<file path="src/rtl/arb_pkg.sv">
// Shared definitions for the two-requester round-robin arbiter.
//   arb_state_e : output register occupancy (EMPTY / FULL)
//   REQ0, REQ1  : requester index encodings used for grant, out_src, last_grant
package arb_pkg;

  typedef enum logic {
    EMPTY = 1'b0,
    FULL  = 1'b1
  } arb_state_e;

  localparam logic REQ0 = 1'b0;
  localparam logic REQ1 = 1'b1;

endpackage

</file>
<file path="src/rtl/mux2x1.sv">
// Generic 2:1 multiplexer.
//   sel : 0 selects d0, 1 selects d1
//   d0  : input word 0 (DW bits)
//   d1  : input word 1 (DW bits)
//   y   : selected word (DW bits)
module mux2x1 #(
  parameter int DW = 8
) (
  input  logic          sel,
  input  logic [DW-1:0] d0,
  input  logic [DW-1:0] d1,
  output logic [DW-1:0] y
);

  assign y = sel ? d1 : d0;

endmodule

</file>
<file path="src/rtl/rr_arbiter2x1.sv">
// Two-requester round-robin arbiter feeding a single registered output slot.
//   clk, rst                        : clock, synchronous active-high reset
//   req0_valid/req0_data/req0_ready : requester 0 valid/ready handshake
//   req1_valid/req1_data/req1_ready : requester 1 valid/ready handshake
//   out_valid/out_data/out_src      : registered output word and its source index
//   out_ready                       : downstream consumes the output word
//
// state | meaning
// ------+---------------------------------------------
// EMPTY | output register holds no word
// FULL  | output register holds a word (out_valid = 1)
module rr_arbiter2x1
  import arb_pkg::*;
#(
  parameter int DW = 8
) (
  input  logic          clk,
  input  logic          rst,
  input  logic          req0_valid,
  input  logic [DW-1:0] req0_data,
  output logic          req0_ready,
  input  logic          req1_valid,
  input  logic [DW-1:0] req1_data,
  output logic          req1_ready,
  output logic          out_valid,
  output logic [DW-1:0] out_data,
  output logic          out_src,
  input  logic          out_ready
);

  arb_state_e    state_q, state_d;
  logic          last_grant_q, last_grant_d;
  logic [DW-1:0] out_data_q, out_data_d;
  logic          out_src_q, out_src_d;

  logic          grant;
  logic          can_accept;
  logic          accept;
  logic [DW-1:0] grant_data;

  // Grant: sole valid requester wins; on contention the one not served last wins.
  // With nobody valid the value is irrelevant since no ready can assert.
  always_comb begin
    grant = last_grant_q;
    if (req0_valid && req1_valid) begin
      grant = ~last_grant_q;
    end else if (req0_valid) begin
      grant = REQ0;
    end else if (req1_valid) begin
      grant = REQ1;
    end
  end

  mux2x1 #(
    .DW (DW)
  ) u_data_mux (
    .sel (grant),
    .d0  (req0_data),
    .d1  (req1_data),
    .y   (grant_data)
  );

  // State register
  always_ff @(posedge clk) begin
    if (rst) begin
      state_q <= EMPTY;
    end else begin
      state_q <= state_d;
    end
  end

  // Next-state logic
  always_comb begin
    state_d = state_q;
    case (state_q)
      EMPTY: begin
        if (accept) state_d = FULL;
      end
      FULL: begin
        // A simultaneous accept refills the slot as it drains: one word per cycle.
        if (out_ready && !accept) state_d = EMPTY;
      end
      default: state_d = EMPTY;
    endcase
  end

  // Output logic. Readys are held low during reset so nothing is taken
  // from a requester while the slot is being cleared.
  always_comb begin
    out_valid  = (state_q == FULL);
    can_accept = !rst && ((state_q == EMPTY) || out_ready);
    req0_ready = can_accept && (grant == REQ0) && req0_valid;
    req1_ready = can_accept && (grant == REQ1) && req1_valid;
    accept     = (req0_valid && req0_ready) || (req1_valid && req1_ready);
  end

  // Datapath and round-robin pointer; last_grant moves only on an accept.
  always_comb begin
    out_data_d   = out_data_q;
    out_src_d    = out_src_q;
    last_grant_d = last_grant_q;
    if (accept) begin
      out_data_d   = grant_data;
      out_src_d    = grant;
      last_grant_d = grant;
    end
  end

  // Reset leaves last_grant at REQ1 so the first contended grant goes to REQ0.
  always_ff @(posedge clk) begin
    if (rst) begin
      out_data_q   <= '0;
      out_src_q    <= REQ0;
      last_grant_q <= REQ1;
    end else begin
      out_data_q   <= out_data_d;
      out_src_q    <= out_src_d;
      last_grant_q <= last_grant_d;
    end
  end

  assign out_data = out_data_q;
  assign out_src  = out_src_q;

endmodule

</file>
<file path="config.mk">
export PLATFORM = sky130hd
export DESIGN_NAME = rr_arbiter2x1
export DESIGN_NICKNAME = d
export VERILOG_FILES = /design/src/rtl/arb_pkg.sv /design/src/rtl/mux2x1.sv /design/src/rtl/rr_arbiter2x1.sv
export SDC_FILE = /design/constraint.sdc
export NUM_CORES = 1
export LEC_CHECK = 0
export CORE_ASPECT_RATIO = 0.9
export CORE_MARGIN = 5
export CORE_UTILIZATION = 37
export DETAILED_ROUTE_END_ITERATION = 7
export PLACE_DENSITY_LB_ADDON = 0.3
export SLEW_MARGIN = 5
export SYNTH_ARGS = -nofsm -noshare
export SYNTH_HDL_FRONTEND = slang
export SYNTH_SLANG_ARGS = --single-unit
</file>
<file path="constraint.sdc">
create_clock -name clk -period 1.6 [get_ports clk]
set_input_delay 0.24 -clock clk [delete_from_list [all_inputs] [get_ports clk]]
set_output_delay 0.24 -clock clk [all_outputs]
set_load 0.03 [all_outputs]
</file>
==> metrics.log, run 1 <==
INFO  metric status = finished, final reports clean
INFO  metric cts-buffers-inserted = 3
INFO  metric final-hold-violation-count = 0
INFO  metric cellLeakagePower = 0.382 nW
INFO  metric design_power_total = 764 µW
INFO  metric synth.yosys.seq_area_share = 37.1%
INFO  metric syn-instance-count = 67
INFO  metric place.port_buffers = 32
INFO  metric core_region_area = 0.00148 mm²
INFO  metric final_period_minus_worst_setup_slack = 1.53 ns
INFO  metric grt_util_all_layers = 17.7%
INFO  metric multiInputGateArea = 329 µm²
INFO  metric critPathRequiredTime = 1.36 ns
INFO  metric htree_num_levels = 1
INFO  metric tns = 0 ns
INFO  metric synth.cells.most_frequent = 11 x dfxtp_1, 8 x a311oi_1, 8 x a31oi_1, 8 x nand3_1, 8 x o21ai_0
INFO  metric worst_slew_margin_rel = 61.8%
INFO  metric start_util = 40.1%
INFO  metric timing_worst_slew_pin_value = 0.570 ns
INFO  metric cts.repair.resized = 0
INFO  metric clock_sinks = 11
INFO  metric worst-path-stages = 1
INFO  metric max-cap-violations = 0
INFO  metric die_y = 48.0 µm
INFO  metric layout_setup_ws = 0.0715 ns
INFO  metric remaining_drc_errors = 0
INFO  metric slew_violations = 0
INFO  metric reg2regPathDepth = 3
INFO  metric routed_length_per_placed_instance = 15.3 µm
INFO  metric ant_nets = 0
INFO  metric cts_tree = done
INFO  metric whs = 0.548 ns
INFO  metric crit_chain = clkdlybuf4s50_1
INFO  metric power-per-cell-area = 773 mW/mm²
INFO  metric syn-mean-instance-area = 8.85 µm²
INFO  metric first_global_vias = 721
INFO  metric worst_path_dominant_cell_family = buffers and inverters
INFO  metric setup_violations = 0
INFO  metric global_route_wire_length_before_repair = 3260 µm
INFO  metric yosysMostFrequentCell = dfxtp_1
INFO  metric synth_area_leader_cell = dfxtp_1
INFO  metric clk_latency = 0.27 ns
INFO  metric dp.final_hpwl = 1450 µm
INFO  metric worst_ep_arrival_time = 1.29 ns
INFO  metric cp_slowest_cell = clkdlybuf4s50_1
INFO  metric max_stage_delay = 0.67 ns
INFO  metric worst-setup-path-type = reg2out
INFO  metric worst_setup_end_kind = output port
INFO  metric post_synth_instance_area = 593 µm²
INFO  metric drtPass1Iterations = 4
INFO  metric total_wire_length = 1950 µm
INFO  metric synth.yosys.warnings = 0
INFO  metric nets = 127
INFO  metric route.detailed.vias_per_inst = 5.51
INFO  metric grt_max_degree = 10
INFO  metric peakVddDrop = 0.594 mV
INFO  metric number_of_distinct_library_cells_after_synthesis = 23
INFO  metric path_buf_inv = 1
INFO  metric max_freq = 654 MHz
INFO  metric yosysTopAreaCellShare = 37.1%
INFO  metric grt.overflow.total = 0
INFO  metric async_reset_ff_share = 0%
INFO  metric syn2layout_area_growth = 66.7%
INFO  metric rsz0062_at_grt = no
INFO  metric layout.filler_cells = 136
INFO  metric placementRows = 13
INFO  metric dieWidth = 52.2 µm
INFO  metric clkTransAtPathRegs = 0.07 ns
INFO  metric grt_antenna_before_repair = 0
INFO  metric routed-via-count = 700
INFO  metric reg2reg_to = out_data[4]$_SDFFE_PP0P_
INFO  metric ctsHoldBuffers = 0
INFO  metric min-delay-path-class = reg2reg
INFO  metric hp-start = out_data[2]$_SDFFE_PP0P_
INFO  metric ios = 33
INFO  metric synth.top_cells.by_area = dfxtp_1 37%, a311oi_1 12%, a31oi_1 8.4%
INFO  metric min_delay_worst_endpoint = out_data[2]$_SDFFE_PP0P_
INFO  metric fraction_of_layout_instances_using_a_drive_strength_above_1 = 18.1%
INFO  metric insertedDiodeCount = 0
INFO  metric hold_path_depth = 2
INFO  metric layout.area.seq = 220 µm²
INFO  metric number_of_enable_flip_flop_cells_after_synthesis = 0
INFO  metric critPathLaunchType = register
INFO  metric floorplan.die_area = 0.00250 mm²
INFO  metric cts_post_setup_buffers_inserted = 0
INFO  metric place_congestion = 0.807
INFO  metric number_of_drc_violations_after_detailed_routing_iteration_0 = 10
INFO  metric fin_util = 66.8%
INFO  metric setup.reg_to_reg.worst_slack = 0.28 ns
INFO  metric clock_path_buffers = 2
INFO  metric period_share = 95.5%
INFO  metric worst_clock_skew = 0.00223 ns
INFO  metric cts_root_buffer = clkbuf_4
INFO  metric largest_driver_fanout_on_the_critical_path = 2
INFO  metric dominantRegCellSynth = dfxtp_1
INFO  metric postSynthNetCount = 88
INFO  metric r2r-start = out_valid$_SDFF_PP0_
INFO  metric ys_seq_elements = 11
INFO  metric placement.setup.worst_slack = -0.117 ns
-- registers in the layout (all words and copies together) (netlist names) --
register,flops
last_grant_q,1
out_data,8
out_src,1
out_valid,1
-- area by class of cell --
class                      instances  area share, %
clock buffer                       4           2.66
timing repair buffer              40           38.2
multi-input combinational         48           33.3
inverter                           2          0.759
sequential                        11           22.3
tap                               22           2.78
-- report_power, final --
group          leakage [nW]  internal [mW]  switching [mW]  total, mW
clock                0.0150         0.0966           0.100      0.197
sequential           0.0910          0.296          0.0132      0.309
combinational         0.276          0.131           0.127      0.258
-- worst max path at each step --
stage                                    from                        end  slack (ns)
floorplan                out_valid$_SDFF_PP0_  last_grant_q$_SDFFE_PP1P_        0.28
global placement                   req0_valid   out_data[6]$_SDFFE_PP0P_       -0.03
detailed placement                 req0_valid   out_data[4]$_SDFFE_PP0P_       -0.12
CTS                                 out_ready                 req1_ready        0.03
global route        last_grant_q$_SDFFE_PP1P_                 req0_ready        0.01
finish               out_data[0]$_SDFFE_PP0P_                out_data[0]        0.07
-- stage by stage --
stage | std cells | cell area [µm²]
after floorplan | 67 | 593
after global placement | 123 | 950
after detailed placement | 123 | 950
after CTS | 127 | 976
after global routing | 127 | 988
final | 127 | 988
-- kinds of logic (layout without fill, tap and decap cells) --
kind of cell | Yosys count | after routing | synth area share [%]
buf+inv | 8 | 46 | 9.07
compound gates | 28 | 28 | 32.1
simple gates | 20 | 20 | 21.7
flops | 11 | 11 | 37.1
-- layer usage --
metal / vias up / track usage (%) / part of all wire, %
met5: - / 0 / 0
met4: 0 / 3.06 / 0.41
met3: 2 / 7.48 / 9.7
met2: 29 / 32.1 / 49
met1: 331 / 20.1 / 41
li1: 338 / - / -
-- layout by cell type, fill, tap and decap left out, drive strengths merged, types with 2 or more instances in the layout --
| cell | netlist | layout |
|---|---|---|
| nand3 | 8 | 8 |
| inv | 2 | 2 |
| and2b | 2 | 2 |
| clkbuf | 0 | 4 |
| nand2b | 3 | 3 |
| a311oi | 8 | 8 |
| a31oi | 8 | 8 |
| dfxtp | 11 | 11 |
| clkdlybuf4s50 | 0 | 29 |
| o21ai | 8 | 8 |
| buf | 6 | 10 |
(Power assumes the default switching activity.)
==> inputs of run 2 (changes only) <==
- RECOVER_POWER: default -> 50
==> run 2 against run 1 <==
Compared with the run above: worst setup slack got worse by 0.0029 ns; clock-buffer cell count is the same; worst hold slack worse by 0.00059 ns; core utilization is 0.76 points lower; highest routed layer unchanged; combinational power decreased by 2%; largest cell class unchanged; wire length decreased by 0.46%; non-clock buffer count unchanged; via count increased by 0.14%.
==> metrics.log, run 2 (same netlist as run 1, synthesis figures left out) <==
INFO  metric mostFrequentLayoutCell = clkdlybuf4s50_1
INFO  metric worst-path-stages = 1 (unchanged)
INFO  metric ant_nets = 0 (unchanged)
INFO  metric setup_violations = 0 (unchanged)
INFO  metric layout.area.seq = 220 µm² (unchanged)
INFO  metric reg2regPathDepth = 3 (unchanged)
INFO  metric number_of_drc_violations_after_detailed_routing_iteration_0 = 11 (+1)
INFO  metric cellLeakagePower = 0.367 nW (-3.9%)
INFO  metric ios = 33 (unchanged)
INFO  metric worst-setup-path-type = reg2out
INFO  metric fraction_of_layout_instances_using_a_drive_strength_above_1 = 17.1% (-0.95 points)
INFO  metric placementRows = 13 (unchanged)
INFO  metric clock_path_buffers = 2 (unchanged)
INFO  metric layout.filler_cells = 138 (+1.5%)
INFO  metric slew_violations = 0 (unchanged)
INFO  metric remaining_drc_errors = 0 (unchanged)
INFO  metric syn2layout_area_growth = 64.8%
INFO  metric reg2reg_to = out_data[4]$_SDFFE_PP0P_
INFO  metric die_y = 48.0 µm (unchanged)
INFO  metric most_used_cells_in_the_layout_excluding_fill_and_tap_cells = 29 x clkdlybuf4s50_1, 11 x dfxtp_1, 10 x buf_4
INFO  metric final_period_minus_worst_setup_slack = 1.53 ns (+0.00289 ns)
INFO  metric multiInputGateArea = 327 µm² (-0.76%)
INFO  metric clock_sinks = 11 (unchanged)
INFO  metric first_global_vias = 721 (unchanged)
INFO  metric worst_path_dominant_cell_family = buffers and inverters
INFO  metric fin_util = 66.0% (-0.76 points)
INFO  metric largest_driver_fanout_on_the_critical_path = 2 (unchanged)
INFO  metric max-cap-violations = 0 (unchanged)
INFO  metric worst_setup_end_kind = output port
INFO  metric setup.reg_to_reg.worst_slack = 0.28 ns (about the same)
INFO  metric grt_antenna_before_repair = 0 (unchanged)
INFO  metric cts_root_buffer = clkbuf_4
INFO  metric met2_length = 952 µm (-0.73%)
INFO  metric start_util = 40.1% (unchanged)
INFO  metric whs = 0.547 ns (-0.000588 ns)
INFO  metric dieWidth = 52.2 µm (unchanged)
INFO  metric drtPass1Iterations = 6 (+2)
INFO  metric min-delay-path-class = reg2reg
INFO  metric clk_latency = 0.27 ns (about the same)
INFO  metric final-hold-violation-count = 0 (unchanged)
INFO  metric routed_length_per_placed_instance = 15.3 µm (-0.46%)
INFO  metric cts-buffers-inserted = 3 (unchanged)
INFO  metric dp.cells = 123 (unchanged)
INFO  metric dp.final_hpwl = 1450 µm (unchanged)
INFO  metric place_congestion = 0.807 (unchanged)
INFO  metric r2r-start = out_valid$_SDFF_PP0_
INFO  metric met1Wirelength = 742 µm (-6.2%)
INFO  metric global_route_wire_length_before_repair = 3260 µm (unchanged)
INFO  metric grt.overflow.total = 0 (unchanged)
INFO  metric insertedDiodeCount = 0 (unchanged)
INFO  metric max_freq = 653 MHz (-0.19%)
INFO  metric peakVddDrop = 0.593 mV (-0.12%)
INFO  metric worst_ep_arrival_time = 1.29 ns (about the same)
INFO  metric route.detailed.vias_per_inst = 5.52 (+0.14%)
INFO  metric crit_chain = clkdlybuf4s50_1
INFO  metric grt_max_degree = 10 (unchanged)
INFO  metric nets = 127 (unchanged)
INFO  metric floorplan.die_area = 0.00250 mm² (unchanged)
INFO  metric core_region_area = 0.00148 mm² (unchanged)
INFO  metric grt_util_all_layers = 17.7% (unchanged)
INFO  metric routed-via-count = 701 (+0.14%)
INFO  metric highest_layer = met4
INFO  metric worst_clock_skew = 0.00457 ns (+0.00233 ns)
INFO  metric crit_path_start = out_data[0]$_SDFFE_PP0P_
INFO  metric critPathLaunchType = register
INFO  metric critPathRequiredTime = 1.36 ns (about the same)
INFO  metric status = finished, final reports clean
INFO  metric clkTransAtPathRegs = 0.08 ns (about the same)
INFO  metric tns = 0 ns (unchanged)
INFO  metric worst_slew_margin_rel = 61.7% (-0.073 points)
INFO  metric total_wire_length = 1940 µm (-0.46%)
INFO  metric design_power_total = 762 µW (-0.23%)
INFO  metric worst_setup_path_endpoint = out_data[0]
INFO  metric timing_worst_slew_pin_value = 0.571 ns (+0.00109 ns)
INFO  metric htree_num_levels = 1 (unchanged)
INFO  metric period_share = 95.7% (+0.18 points)
INFO  metric path_buf_inv = 1 (unchanged)
INFO  metric ctsHoldBuffers = 0 (unchanged)
INFO  metric largest_register_ffs = 8 (unchanged)
INFO  metric cts_tree = done
INFO  metric rsz0062_at_grt = no
INFO  metric cts_post_setup_buffers_inserted = 0 (unchanged)
INFO  metric met3_length = 236 µm (+25%)
INFO  metric cp_slowest_cell = clkdlybuf4s50_1
INFO  metric max_stage_delay = 0.67 ns (about the same)
INFO  metric place.port_buffers = 32 (unchanged)
INFO  metric layout.cells.non_filler = 127 (unchanged)
INFO  metric power-per-cell-area = 780 mW/mm² (+0.92%)
==> run 2: changes by cell type in the layout (fill, tap and decap cells not counted) <==
cell,previous run,this run
and4_1,0,1
and4_4,1,0
clkbuf_1,1,2
dlymetal6s2s_1,1,0
==> run 2: power breakdown <==
| group | internal (mW) | switching (mW) | leakage [nW] |
|---|---|---|---|
| clock network | 0.0966 | 0.102 | 0.0150 |
| registers | 0.296 | 0.0132 | 0.0910 |
| logic | 0.128 | 0.126 | 0.261 |
| total | 0.521 | 0.241 | 0.367 |
==> run 2: layout make-up <==
class,count,area share (%)
well taps,22,2.82
repair buffers,40,37.8
clock buffers,4,2.69
flip-flops and latches,11,22.5
inverters,2,0.768
multi-input cells,48,33.4
==> run 2: per-stage QoR <==
stage	instance area [µm²]	setup slack [ns]
after floorplan	593	0.278
after global placement	950	-0.0313
after detailed placement	950	-0.117
after CTS	976	0.0259
after global routing	977	0.00808
final	977	0.0686
==> run 2: repair_timing <==
action,4_1_cts,5_1_grt
hold endpoints to repair,0,0
resized for setup,0,3
endpoints found under the setup margin,0,2
==> run 2: worst min-delay path by stage <==
stage / from / end / depth (start not counted)
3_3_place_gp: out_data[2]$_SDFFE_PP0P_ / out_data[2]$_SDFFE_PP0P_ / 2
5_1_grt: out_data[3]$_SDFFE_PP0P_ / out_data[3]$_SDFFE_PP0P_ / 2
4_1_cts: req0_data[5] / out_data[5]$_SDFFE_PP0P_ / 3
2_1_floorplan: req0_data[0] / out_data[0]$_SDFFE_PP0P_ / 2
6_report: out_data[2]$_SDFFE_PP0P_ / out_data[2]$_SDFFE_PP0P_ / 2
3_5_place_dp: out_data[3]$_SDFFE_PP0P_ / out_data[3]$_SDFFE_PP0P_ / 2
==> run 2: layer usage <==
layer / track usage, % / vias up
met3: 7.48 / 2
met5: 0 / -
met4: 3.06 / 0
met2: 32.1 / 43
li1: - / 337
met1: 20.1 / 319
==> patch 1 (settings of run 2) <==
`DW` is set to 8 in 2 places; all go to 12.
--- a/src/rtl/mux2x1.sv
+++ b/src/rtl/mux2x1.sv
@@ -4,7 +4,7 @@
 //   d1  : input word 1 (DW bits)
 //   y   : selected word (DW bits)
 module mux2x1 #(
-  parameter int DW = 8
+  parameter int DW = 12
 ) (
   input  logic          sel,
   input  logic [DW-1:0] d0,
--- a/src/rtl/rr_arbiter2x1.sv
+++ b/src/rtl/rr_arbiter2x1.sv
@@ -12,7 +12,7 @@
 module rr_arbiter2x1
   import arb_pkg::*;
 #(
-  parameter int DW = 8
+  parameter int DW = 12
 ) (
   input  logic          clk,
   input  logic          rst,
Interface: changed (resized out_data, req0_data and req1_data); port bits go from 33 to 45. No check against the original RTL was run, so the function may have changed too.
==> patch 1 against run 2 <==
  * Synthesized cell count increased by 36%
  * Global-route usage decreased by 0.45 points
  * Die area increased by 25%
  * Fmax decreased by 1.4%
  * Cell count increased by 29%
  * Via count increased by 35%
  * Setup slack got worse by 0.022 ns
  * Highest routed layer unchanged
  * Register-to-register slack improved by 0.06 ns
  * Design area increased by 33%
  * Sequential cell count increased by 4
  * Non-clock buffer count increased by 14
  * Routed wire length increased by 36%
  * Area after synthesis increased by 32%
  * Total power increased by 30%
==> patch 1: results (changes against run 2) <==
- Run status: completed (unchanged)
- Worst R2R Start: last_grant_q$_SDFFE_PP1P_ (was out_valid$_SDFF_PP0_)
- Global Route Usage Sum: 17.29% (was 17.74%)
- Post-CTS Resized: 1 (was 0)
- DP Cell Count: 160 (was 123)
- Hold_sp: req1_valid (was out_data[2]$_SDFFE_PP0P_)
- P&R area growth vs syn: 66.83% (was 64.77%)
- Worst Hold Class: input port to flip-flop (was flip-flop to flip-flop)
- CP startpoint: out_ready (was out_data[0]$_SDFFE_PP0P_)
- Global-route wire length before repair: 4133 um (was 3263 um)
- Sequential cell area share: 23.15% (was 22.54%)
- Postcts setup bufs: 0 (unchanged)
- Clock buf/inv share: 2.113% (was 2.689%)
- Sequential Power Share: 42.4% (was 40.5%)
- Vias per cell: 5.780 (was 5.520)
- Tap Cells: 25 (was 22)
- Layout filler cell count: 166 (was 138)
- Number of DRC markers in iteration 0: 16 (was 11)
- Placed inst area: 1280 sq um (was 949.7 sq um)
- H-tree depth: 1 (unchanged)
- Leading cell types by count after synthesis: dfxtp_1 (15), a31oi_1 (12), nand3_1 (12), o21ai_0 (12), a311oi_1 (11) (was dfxtp_1 (11), a311oi_1 (8), a31oi_1 (8), nand3_1 (8), o21ai_0 (8))
- Yosys cell types: 26 (was 23)
- Seq. pwr: 422 uW (was 309 uW)
- Fraction of layout cells with a size suffix above 1: 16.55% (was 17.14%)
- Fin nets: 169 (was 127)
- Worst Tran Pin Value: 0.3779 ns (was 0.5707 ns)
- Multi-input combinational area share: 32.18% (was 33.42%)
- P_clk: 218 uW (was 199 uW)
- Internal Pwr Total: 675.7 uW (was 520.8 uW)
- Clock buf count: 3 (was 4)
- Setup WS post-layout: 0.04700 ns (was 0.06857 ns)
- Max IR drop VDD: 0.5528 mV (was 0.5929 mV)
- Hold WS: 0.4862 ns (was 0.5474 ns)
- Input/output buffers: 44 (was 32)
- Post-synthesis sequential element count: 15 (was 11)
- Routed wire length per instance: 16.04 um (was 15.27 um)
- Setup crit end: req1_ready (was out_data[0])
- Drt first pass iters: 4 (was 6)
- Clock skew: 0.001176 ns (was 0.004566 ns)
- Synth area leaders: dfxtp_1 (38%), a311oi_1 (12%), a31oi_1 (9.6%), nand3_1 (7.7%), o21ai_0 (7.7%) (was dfxtp_1 (37%), a311oi_1 (12%), a31oi_1 (8.4%), nand3_1 (6.8%), o21ai_0 (6.8%))
- Mapped Nets: 120 (was 88)
- Largest net degree at the start of global routing: 14 (was 10)
- Final cell count without fillers: 164 (was 127)
- Reg2reg setup slack: 0.34 ns (was 0.28 ns)
- Hold Path Stages: 3 (was 2)
- Leak: 0.0004856 uW (was 0.0003667 uW)
- GP Congestion: 0.7929 (was 0.8069)
- Number of global-route vias before repair: 916 (was 721)
- WHS Endpoint: out_valid$_SDFF_PP0_ (was out_data[2]$_SDFFE_PP0P_)
- Worst r2r dst: out_data[6]$_SDFFE_PP0P_ (was out_data[4]$_SDFFE_PP0P_)
- Post-DP HPWL: 1937 um (was 1449 um)
- Cells after Synth: 91 (was 67)
-- patch 1: changes by cell type in the layout (fill, tap and decap cells not counted), sizes merged --
cell                  run 2  this run
or2b                      0         2
a311oi                    8        12
dfxtp                    11        15
nand3                     8        12
dlygate4sd2               0         1
nand2b                    3         1
clkbuf                    5         4
buf                      10        12
clkinv                    0         1
a31oi                     8        12
o21ai                     8        12
clkdlybuf4s50            29        40
-- patch 1: cells by family after synthesis --
logic type | after synthesis | synth area share, %
flip-flops | 15 | 38.46
AND/OR/NAND/NOR | 24 | 17.95
buffers and inverters | 12 | 8.012
AO/OA/AOI/OAI | 40 | 35.58
-- patch 1: worst max-delay path, cell delays in order --
cell and delay [ns]:
clkdlybuf4s50_1 0.47, nand2b_1 0.19, and4_4 0.26, buf_4 0.16
-- patch 1: per-layer routing --
layer,part of all wire [%],track usage (%),routed length [um],vias up
met5,0,0,0,-
li1,-,-,-,454
met3,7.3,3.597,192,2
met2,51,31.04,1342,39
met4,0.53,5.019,14,0
met1,41,20.84,1080,453
==> patch 2 (flow settings as in run 2) <==
Without the edit above. Reset style: asynchronous (`rst`), changed in 2 clocked blocks. Comments in the files are not updated.
--- a/src/rtl/rr_arbiter2x1.sv
+++ b/src/rtl/rr_arbiter2x1.sv
@@ -61,7 +61,7 @@
   );
 
   // State register
-  always_ff @(posedge clk) begin
+  always_ff @(posedge clk or posedge rst) begin
     if (rst) begin
       state_q <= EMPTY;
     end else begin
@@ -107,7 +107,7 @@
   end
 
   // Reset leaves last_grant at REQ1 so the first contended grant goes to REQ0.
-  always_ff @(posedge clk) begin
+  always_ff @(posedge clk or posedge rst) begin
     if (rst) begin
       out_data_q   <= '0;
       out_src_q    <= REQ0;
Formal check against the unedited RTL: differs if rst is asserted again (counterexample within 4 cycles, from zero or initial values and one cycle with rst high); with rst held inactive, the same outputs for 10 cycles.
==> patch 2 against run 2 <==
  * Routed wire length down 6.7%
  * Utilization down 2.1 points
  * Via count down 3.0%
  * Highest routed layer unchanged
  * Critical path type is now input port to primary output
  * Setup slack worse by 0.032 ns
  * Sequential cell count unchanged
  * Area after synthesis up 9.7%
  * Design area up 8.8%
Power is not compared: it rests on default switching activity, and its combinational part moved more than twofold at a synthesized area within 25%.
==> patch 2: results (changes against run 2) <==
- Worst r2r dst: out_data[1]$_DFFE_PP0P_ (was out_data[4]$_SDFFE_PP0P_)
- Global-route wire length before repair: 2760 um (was 3263 um)
- H-tree depth: 1 (unchanged)
- Synth async-reset ratio: 100.0% (was 0%)
- Top_reg_cell synth: dfrtp_1 (was dfxtp_1)
- Setup crit end: req1_ready (was out_data[0])
- Post-DP HPWL: 1428 um (was 1449 um)
- Setup WS pre-CTS: -0.07542 ns (was -0.1174 ns)
- Crit-path max FO: 4 (was 2)
- Worst Hold Class: input port to asynchronous set/reset pin (was flip-flop to flip-flop)
- Post-Route WL: 1810 um (was 1939 um)
- Site Rows: 14 (was 13)
- Worst-path clk slew: 0.07 ns
- Final core utilization: 63.91% (was 66.02%)
- Reg2reg path depth: 4 (was 3)
- Fmax: 639.5 MHz (was 653.0 MHz)
- Reg2reg setup slack: 0.21 ns (was 0.28 ns)
- GRT met2 Usage: 23.11% (was 32.08%)
- GP Congestion: 0.7996 (was 0.8069)
- Mapped Nets: 87 (was 88)
- GR Util met1: 15.83% (was 20.15%)
- Final min period: 1.564 ns (was 1.531 ns)
- Global Route Usage Sum: 13.60% (was 17.74%)
- Fraction of layout cells with a size suffix above 1: 22.64% (was 17.14%)
- Met3 wire len: 68 um (was 236 um)
- Critical Path AT: 1.32 ns (was 1.29 ns)
- Yosys cell types: 20 (was 23)
- Grt met3 use: 3.916% (was 7.477%)
- Routed wire length per instance: 13.92 um (was 15.27 um)
- Sequential fraction of the synthesis area: 42.50% (was 37.13%)
- Number of global-route vias before repair: 649 (was 721)
- Synth area leaders: dfrtp_1 (38%), a31oi_2 (15%), a31oi_1 (8.7%), nand3_1 (6.9%), o21ai_0 (6.9%) (was dfxtp_1 (37%), a311oi_1 (12%), a31oi_1 (8.4%), nand3_1 (6.8%), o21ai_0 (6.8%))
- Layout filler cell count: 152 (was 138)
- Metal2 WL: 985 um (was 952 um)
- Hold WS: 0.1907 ns (was 0.5474 ns)
- Worst rel slew slack: 69.28% (was 61.75%)
- Leading cell types by count after synthesis: dfrtp_1 (10), a31oi_1 (9), nand3_1 (9), o21ai_0 (9), a31oi_2 (8) (was dfxtp_1 (11), a311oi_1 (8), a31oi_1 (8), nand3_1 (8), o21ai_0 (8))
- Run status: completed (unchanged)
- Fin nets: 128 (was 127)
- Met1 wire length: 736 um (was 742 um)
- Placed inst area: 1036 sq um (was 949.7 sq um)
- Vias per cell: 5.231 (was 5.520)
- CP startpoint: out_ready (was out_data[0]$_SDFFE_PP0P_)
- Syn_area_per_cell: 9.858 sq um (was 8.852 sq um)
patch 2: kinds of logic (layout without fill, tap and decap cells):
group	after synthesis	count (layout)	share of synthesized area (%)
AND/OR/NAND/NOR	18	18	16.54
flip-flops	11	11	42.50
AO/OA/AOI/OAI	29	29	33.85
buffers and inverters	8	48	7.115
patch 2: area by class of cell:
cell class                      instances  share of cell area, %
Tap cell                               24                  2.824
Multi-Input combinational cell         47                  32.35
Sequential cell                        11                  26.00
Timing Repair Buffer                   42                  35.65
Clock buffer                            4                  2.471
Inverter                                2                 0.7059
patch 2: critical path: stages:
cell and delay (ns):
clkdlybuf4s50_1 0.44, nand2b_1 0.20, nand3_2 0.15, a21oi_4 0.13
buf_4 0.16
patch 2: repair_timing:
| item | CTS | global route |
|---|---|---|
| resized for setup | 0 | 1 |
| setup endpoints to repair | 1 | 1 |
| setup buffers | 1 | 0 |
